[src/rtl/rgb_sort_sched.sv]
// Per-frame tile colour collector and sorter launcher for the 4x4 klotski grid.
// An order is published only after STABLE_FRAMES identical sorter results in a row.
module rgb_sort_sched #(
    parameter int STABLE_FRAMES = 3,
    parameter int TIMEOUT       = 64
) (
    input  logic           i_clk,
    input  logic           i_rst,
    input  logic           i_blk_valid,
    input  logic [3:0]     i_blk_idx,
    input  logic [23:0]    i_blk_rgb,
    input  logic           i_frame_end,
    output logic           o_sort_start,
    output logic [383:0]   o_sort_blocks,
    input  logic           i_sort_done,
    input  logic [63:0]    i_sort_order,
    output logic [63:0]    o_order,
    output logic           o_order_valid,
    input  logic           i_order_ready,
    output logic           o_busy,
    output logic           o_timeout,
    output logic [7:0]     o_drop_cnt
);
    localparam logic [2:0] S_COLLECT = 3'd0;
    localparam logic [2:0] S_START   = 3'd1;
    localparam logic [2:0] S_WAIT    = 3'd2;
    localparam logic [2:0] S_CHECK   = 3'd3;
    localparam logic [2:0] S_OUT     = 3'd4;

    localparam int              WCW     = $clog2(TIMEOUT);
    localparam logic [WCW-1:0]  WC_LAST = WCW'(TIMEOUT - 1);
    localparam logic [3:0]      SF      = 4'(STABLE_FRAMES);

    logic [2:0]        state;
    logic [15:0][23:0] buffer;
    logic [15:0]       mask, mask_nxt;
    logic [WCW-1:0]    wait_cnt;
    logic [63:0]       captured, prev, last_pub;
    logic              prev_valid, pub_valid;
    logic [3:0]        stable_cnt, stable_nxt;
    logic              same, publish, timeout_hit, drop_evt;

    // Completeness must include a tile written in the frame_end cycle itself.
    always_comb begin
        mask_nxt = mask;
        if (i_blk_valid) mask_nxt[i_blk_idx] = 1'b1;
    end

    always_comb begin
        same        = prev_valid && (captured == prev);
        stable_nxt  = same ? ((stable_cnt >= SF) ? SF : stable_cnt + 4'd1) : 4'd1;
        publish     = (stable_nxt == SF) && (!pub_valid || captured != last_pub);
        timeout_hit = (state == S_WAIT) && !i_sort_done && (wait_cnt == WC_LAST);
        drop_evt    = i_frame_end && ((state != S_COLLECT) || (mask_nxt != 16'hFFFF));
    end

    assign o_sort_start  = (state == S_START);
    assign o_busy        = (state != S_COLLECT);
    assign o_order_valid = (state == S_OUT);
    assign o_timeout     = timeout_hit;
    assign o_sort_blocks = buffer;

    always_ff @(posedge i_clk or posedge i_rst) begin
        if (i_rst) begin
            o_drop_cnt <= '0;
        end else if (drop_evt && o_drop_cnt != 8'hFF) begin
            o_drop_cnt <= o_drop_cnt + 8'd1;
        end
    end

    always_ff @(posedge i_clk or posedge i_rst) begin
        if (i_rst) begin
            state      <= S_COLLECT;
            buffer     <= '0;
            mask       <= '0;
            wait_cnt   <= '0;
            captured   <= '0;
            prev       <= '0;
            last_pub   <= '0;
            prev_valid <= 1'b0;
            pub_valid  <= 1'b0;
            stable_cnt <= '0;
            o_order    <= '0;
        end else begin
            // A partial frame never survives a busy period.
            if (state != S_COLLECT) mask <= '0;
            case (state)
                S_COLLECT: begin
                    if (i_blk_valid) buffer[i_blk_idx] <= i_blk_rgb;
                    if (i_frame_end) begin
                        mask <= '0;
                        if (mask_nxt == 16'hFFFF) state <= S_START;
                    end else begin
                        mask <= mask_nxt;
                    end
                end
                S_START: begin
                    wait_cnt <= '0;
                    state    <= S_WAIT;
                end
                S_WAIT: begin
                    wait_cnt <= wait_cnt + 1'b1;
                    if (i_sort_done) begin
                        captured <= i_sort_order;
                        state    <= S_CHECK;
                    end else if (timeout_hit) begin
                        stable_cnt <= '0;
                        prev_valid <= 1'b0;
                        state      <= S_COLLECT;
                    end
                end
                S_CHECK: begin
                    stable_cnt <= stable_nxt;
                    if (!same) begin
                        prev       <= captured;
                        prev_valid <= 1'b1;
                    end
                    if (publish) begin
                        o_order   <= captured;
                        last_pub  <= captured;
                        pub_valid <= 1'b1;
                        state     <= S_OUT;
                    end else begin
                        state <= S_COLLECT;
                    end
                end
                S_OUT: begin
                    if (i_order_ready) state <= S_COLLECT;
                end
                default: state <= S_COLLECT;
            endcase
        end
    end
endmodule

[config.mk]
export PLATFORM = sky130hd
export DESIGN_NAME = rgb_sort_sched
export DESIGN_NICKNAME = d
export VERILOG_FILES = /design/src/rtl/rgb_sort_sched.sv
export SDC_FILE = /design/constraint.sdc
export NUM_CORES = 1
export LEC_CHECK = 0
export CORE_MARGIN = 1.5
export CORE_UTILIZATION = 55
export CTS_CLUSTER_DIAMETER = 30
export CTS_CLUSTER_SIZE = 28
export DETAILED_ROUTE_END_ITERATION = 6
export PLACE_DENSITY = 0.86
export SLEW_MARGIN = 15
export SYNTH_ARGS = -nofsm -noshare
export SYNTH_HDL_FRONTEND = slang
export SYNTH_SLANG_ARGS = --single-unit
[constraint.sdc]
create_clock -name i_clk -period 63.7 [get_ports i_clk]
set_input_delay 12.74 -clock i_clk [delete_from_list [all_inputs] [get_ports i_clk]]
set_output_delay 12.74 -clock i_clk [all_outputs]
set_load 0.01 [all_outputs]
==> results of run 1 <==
flip-flops by register name (all words and copies together) (netlist names), 3 cells and up:
name           count
last_pub          64
captured          64
state              3
stable_cnt         4
mask              16
prev              64
o_drop_cnt         8
o_sort_blocks    384
wait_cnt           6
metrics by stage:
step,power (mW),cells
after detailed placement,0.7437,2807
final,1.388,3028
after floorplan,0.5765,1719
after global placement,0.7362,2807
after CTS,1.391,3026
after global routing,1.426,3026
power breakdown:
group / switching [mW] / internal, mW / leakage, nW
clock network: 0.215 / 0.420 / 1.98
logic: 0.117 / 0.147 / 6.37
registers: 0.0391 / 0.451 / 7.85
total: 0.371 / 1.02 / 16.2
cell families after synthesis:
family	share of synthesized area, %
AOI/OAI and AO/OA	1.951
muxes	25.59
adders and majority gates	0.1497
buffers and inverters	2.096
xor gates and xnor gates	3.773
DFF	61.38
and+or+nand+nor	5.065
path summary, 6_finish.rpt:
path	cells after the start	slack, ns	startpoint	endpoint
max reg2reg	7	60.06	captured[7]$_DFFE_PP0P_	prev[36]$_DFFE_PP0P_
max	5	36.49	i_sort_done	o_timeout
max in group asynchronous	4	48.94	i_rst	o_sort_blocks[89]$_DFFE_PP0P_
min reg2reg	1	0.48	pub_valid$_DFFE_PP0P_	pub_valid$_DFFE_PP0P_
min in group asynchronous	2	12.65	i_rst	o_sort_blocks[222]$_DFFE_PP0P_
min	1	0.48	pub_valid$_DFFE_PP0P_	pub_valid$_DFFE_PP0P_
area by class of cell:
class | instances | area [sq um]
Fill cell | 2418 | 9856
Tap cell | 600 | 750.7
Clock buffer | 153 | 3317
Inverter | 29 | 116.4
Timing Repair Buffer | 579 | 5761
Antenna cell | 2 | 5.005
Sequential cell | 615 | 15390
Clock inverter | 66 | 795.8
Multi-Input combinational cell | 984 | 9195
layout by cell type, fill, tap and decap left out, types with 4 or more instances in the layout:
cell type | synthesis | routed
a2111oi_0 | 4 | 4
a21oi_1 | 18 | 18
a31oi_1 | 4 | 4
and2_1 | 5 | 4
and3_1 | 8 | 8
buf_4 | 4 | 19
bufinv_16 | 0 | 13
clkbuf_1 | 62 | 14
clkbuf_16 | 0 | 120
clkbuf_8 | 0 | 19
clkdlybuf4s50_1 | 0 | 557
clkinv_2 | 0 | 16
clkinv_4 | 0 | 9
clkinvlp_4 | 0 | 16
dfrtp_1 | 615 | 615
inv_1 | 29 | 28
inv_6 | 0 | 9
mux2_2 | 556 | 556
mux2i_1 | 12 | 12
nand2_1 | 44 | 42
nand2b_1 | 19 | 19
nand3_1 | 16 | 16
nand3b_1 | 4 | 4
nand4_1 | 21 | 21
nor2_1 | 27 | 25
nor2b_1 | 25 | 24
nor3_1 | 15 | 14
nor4_1 | 30 | 30
o21ai_0 | 18 | 18
o22ai_1 | 7 | 7
xnor2_1 | 47 | 47
xor2_1 | 61 | 61
worst max-delay path, cell delays in order:
cell and delay, ns:
clkdlybuf4s50_1 0.45, nor3_1 0.29, nand2_1 0.20, inv_1 0.22
clkdlybuf4s50_1 0.56
per-layer routing:
metal  GRT usage (%)  wire [microns]  up-vias
met5               0              13        -
met2           57.82           40580      800
met3           12.10            6770      280
li1                -               -     7362
met1           39.26           29160     9065
met4           23.17            5918        2
==> reports/results.tsv, run 1 <==
stage	metric	value	unit
yosys	Yosys cell types	56	
timing	post-route clock period utilization	42.71	%
timing	fin worst setup slack	36.49	ns
power_and_ir_drop	Pwr Density	39.29	nW/um^2
cells_and_area	synthesis-to-finish area growth	40.91	%
yosys	synthesized instance count	1719	
place	Placement Cell Area	31200	sq um
global_routing	initial antenna violation count	3	
setup_path	crit path DAT	14.47	ns
global_routing	vias in the first global route	19510	
power_and_ir_drop	cell leakage power	16.19	nW
cells_and_area	fin area	35330	sq um
drt	Routed Antenna Nets	0	
timing	setup_tns	0	ns
place	Post-DP HPWL	52.24	mm
die	die width	216.5	microns
die	Starting Density	55.49	%
timing	Fmax achieved	0.03676	GHz
drt	WL/cell	27.23	microns
setup_path	Setup crit end kind	output pin	
run_status	status	complete, no violations	
drt	Residual DRC	0	
yosys	Synth Flop Type	dfrtp_1	
yosys	Syn Std Cell Area	25070	sq um
global_routing	largest net degree at the start of global routing	177	
die	Core Footprint	45190	sq um
setup_path	maximum fanout along the worst path	6	
clock_network	Gates resized, CTS repair	0	
clock_network	Worst-path clk slew	0.04	ns
job	max-cap check violation count	0	
yosys	Net Count, Synth	1820	
yosys	ys async rst share	100.0	%
yosys	count leader, synth	dfrtp_1	
setup_path	CP Class	in -> out	
clock_network	post-CTS setup buffer count	0	
die	die extent in y	216.5	microns
place	Final Wtd Congestion	0.8957	
yosys	Syn Area/Cell	14.59	sq um
clock_network	Clock Latency Late Sink	0.67	ns
die	Ports	558	
clock_network	worst-case clock buffer depth	3	
clock_network	Num CTS Buffers	117	
drt	Pre-antenna DRT Iters	7	
place	I/O Buffers	557	
global_routing	global-route usage over all layers	35.31	%
cells_and_area	layout cell share with drive strength beyond 1	33.06	%
die	Rows	78	
timing	Slew Viols, Final	0	
clock_network	root buffer cell	clkbuf_16	
yosys	largest cells by area after synthesis	dfrtp_1, mux2_2, xor2_1	
power_and_ir_drop	worst vdd ir	0.03632	mV
yosys	post-synth top area share	61.38	%
yosys	top cells by count, synth	dfrtp_1, mux2_2, clkbuf_1, xor2_1, xnor2_1	
clock_network	clock sink total	615	
yosys	synth warn	0	
min_path	HP Class	reg -> reg	
timing	Setup Skew	0.03995	ns
timing	Slew headroom	21.15	%
place	pre-CTS setup slack	36.52	ns
clock_network	CTS tree	done	
cells_and_area	final net count	2427	
timing	Final setup viols	0	
clock_network	Post-CTS Hold Fix Bufs	0	
drt	Routed WL	82.45	mm
timing	Final Hold Vio Count	0	
timing	Slew @ Worst Pin	1.180	ns
setup_path	CP Data Required Time	50.96	ns
timing	RSZ-0062 raised after global routing	no	
setup_path	Setup crit start kind	input pin	
global_routing	GRT overflow	0	
die	die area	46880	sq um
drt	routed via count	17510	
timing	final hold slack	0.4781	ns
drt	DR vias/cell	5.782	
yosys	#FFs+latches synth	615	
yosys	Post-synth EDFFs	0	
yosys	post-synthesis sequential area ratio	61.38	%
global_routing	first-pass GRT wire length	123.9	mm
yosys	post-synth top area cell	dfrtp_1	
drt	1st-iter DRT viols	1263	
timing	min Tclk post-route	27.21	ns
clock_network	# H-tree levels	3	
cells_and_area	final core utilization	78.19	%
Power figures use the tool's default switching activity.
==> run 2, diff against run 1 <==
CORE_ASPECT_RATIO = 1.75   (was not set)
CORE_UTILIZATION = 46   (was 55)
PLACE_DENSITY = 0.77   (was 0.86)
clock period = 23.4 ns   (was 63.7 ns; I/O delays follow)
==> run 2 against run 1 <==
Register-to-register slack got worse by 41 ns; clock skew fell by 0.012 ns; setup slack got worse by 24 ns; combinational power rose to 2.7 times the previous value; via count fell by 3.1%; largest power group unchanged; total power rose by 150%; clock-buffer cell count fell by 48; sequential power rose to 2.7 times the previous value; cell count rose by 1.5%.
==> reports/results.tsv, run 2 (synthesis results as in run 1) <==
stage	metric	value	unit	change
cells_and_area	final net count	2405		was 2,427
die	Core Footprint	54010	sq um	was 45,190 sq um
die	die extent in y	311.8	microns	was 216.5 microns
global_routing	global-route usage over all layers	29.57	%	was 35.31%
timing	post-route clock period utilization	46.75	%	
clock_network	Num CTS Buffers	94		was 117
die	Ports	558		unchanged
drt	DR vias/cell	5.522		was 5.782
die	Starting Density	46.42	%	was 55.49%
setup_path	Setup crit end kind	output pin		unchanged
timing	Slew headroom	30.39	%	was 21.15%
power_and_ir_drop	post-layout power	3.448	mW	was 1.388 mW
timing	Fmax achieved	0.09141	GHz	
drt	Routed Antenna Nets	0		unchanged
timing	Slew Viols, Final	0		unchanged
setup_path	Setup crit start kind	input pin		unchanged
drt	Pre-antenna DRT Iters	5		was 7
global_routing	met3 Track Usage GR	9.863	%	was 12.10%
cells_and_area	number of flip-flops in the largest register	384		unchanged
place	Final Wtd Congestion	0.9003		was 0.8957
global_routing	largest net degree at the start of global routing	182		was 177
job	max-cap check violation count	0		unchanged
clock_network	CTS tree	done		unchanged
place	Post-DP HPWL	58.56	mm	was 52.24 mm
power_and_ir_drop	Pwr Density	99.67	nW/um^2	was 39.29 nW/um^2
global_routing	GR Util met2	51.38	%	was 57.82%
min_path	HP Class	reg -> reg		unchanged
timing	min Tclk post-route	10.94	ns	
timing	Final Hold Vio Count	0		unchanged
timing	setup_tns	0	ns	unchanged
cells_and_area	final core utilization	64.05	%	was 78.19%
drt	Routed WL	81.96	mm	was 82.45 mm
setup_path	CP Data Required Time	18.72	ns	was 50.96 ns
die	die area	55970	sq um	was 46,880 sq um
power_and_ir_drop	worst vdd ir	0.1043	mV	was 0.03632 mV
clock_network	worst-case clock buffer depth	3		unchanged
timing	Setup Skew	0.02818	ns	was 0.03995 ns
timing	RSZ-0062 raised after global routing	no		unchanged
die	Rows	113		was 78
global_routing	first-pass GRT wire length	122.9	mm	was 123.9 mm
power_and_ir_drop	cell leakage power	15.77	nW	was 16.19 nW
global_routing	vias in the first global route	18790		was 19,510
cells_and_area	commonest non-fill, non-tap cell in the layout	dfrtp_1		unchanged
clock_network	# H-tree levels	3		unchanged
clock_network	clock sink total	615		unchanged
global_routing	GRT overflow	0		unchanged
setup_path	CP Class	in -> out		unchanged
timing	Slew @ Worst Pin	1.044	ns	was 1.180 ns
setup_path	crit path DAT	6.26	ns	was 14.47 ns
drt	WL/cell	26.67	microns	was 27.23 microns
global_routing	GRT busiest layer	met2		unchanged
run_status	status	complete, no violations		unchanged
setup_path	maximum fanout along the worst path	6		unchanged
clock_network	root buffer cell	clkbuf_16		unchanged
drt	1st-iter DRT viols	830		was 1,263
drt	routed via count	16970		was 17,510
clock_network	Worst-path clk slew	0.06	ns	was 0.04 ns
clock_network	Gates resized, CTS repair	0		unchanged
global_routing	met1 Use GR	30.38	%	was 39.26%
die	die width	179.5	microns	was 216.5 microns
setup_path	R2R depth	7		unchanged
min_path	hold depth	1		unchanged
cells_and_area	synthesis-to-finish area growth	37.98	%	was 40.91%
cells_and_area	layout cell share with drive strength beyond 1	32.24	%	was 33.06%
clock_network	post-CTS setup buffer count	0		unchanged
drt	Residual DRC	0		unchanged
place	Placement Cell Area	31320	sq um	was 31,200 sq um
timing	Final setup viols	0		unchanged
clock_network	Clock Latency Late Sink	0.65	ns	was 0.67 ns
cells_and_area	most frequent cells in the layout	dfrtp_1, clkdlybuf4s50_1, mux2_2		unchanged
place	I/O Buffers	557		unchanged
clock_network	Post-CTS Hold Fix Bufs	0		unchanged
cells_and_area	fin area	34590	sq um	was 35,330 sq um
global_routing	initial antenna violation count	1		was 3
[run 2: path summary, 6_finish.rpt]
path	end	from	slack [ns]
worst max-delay path	o_timeout	i_sort_done	12.46
worst min-delay path	pub_valid$_DFFE_PP0P_	pub_valid$_DFFE_PP0P_	0.47
min in group asynchronous	o_sort_blocks[330]$_DFFE_PP0P_	i_rst	4.58
worst min register to register	pub_valid$_DFFE_PP0P_	pub_valid$_DFFE_PP0P_	0.47
max in group asynchronous	o_sort_blocks[322]$_DFFE_PP0P_	i_rst	17.22
worst max register to register	last_pub[60]$_DFFE_PP0P_	captured[63]$_DFFE_PP0P_	19.53
[run 2: report_power, final]
group / leakage [nW] / total (mW) / switching [mW] / internal [mW]
clock: 1.56 / 1.43 / 0.560 / 0.869
combinational: 6.37 / 0.698 / 0.299 / 0.398
sequential: 7.85 / 1.32 / 0.0958 / 1.23
[run 2: metal layers]
layer	vias up	wire length [microns]
met2	681	42260
met5	-	0
met1	8796	27560
met3	213	6773
met4	0	5361
li1	7279	-
[run 2: worst max-delay path: stages]
cell	delay (ns)
clkdlybuf4s50_1	0.43
nor3_1	0.26
nand2_1	0.21
inv_1	0.14
clkdlybuf4s50_1	0.54
[run 2: cell type report]
cell class | count | area, sq um
fill | 3960 | 19410
sequential | 615 | 15390
multi-input combinational | 984 | 9193
timing repair buffer | 580 | 5768
clock buffer | 105 | 2496
tap | 690 | 863.3
clock inverter | 69 | 765.7
inverter | 29 | 116.4
antenna | 1 | 2.502
[run 2: through the flow]
step	worst slack (ns)	cells	hold WS, ns
2_1_floorplan	1.500	1719	0.4343
3_3_place_gp	12.44	2898	0.4530
3_5_place_dp	12.46	2898	0.4522
4_1_cts	12.46	3072	0.4703
5_1_grt	12.35	3073	0.4835
6_report	12.46	3073	0.4669
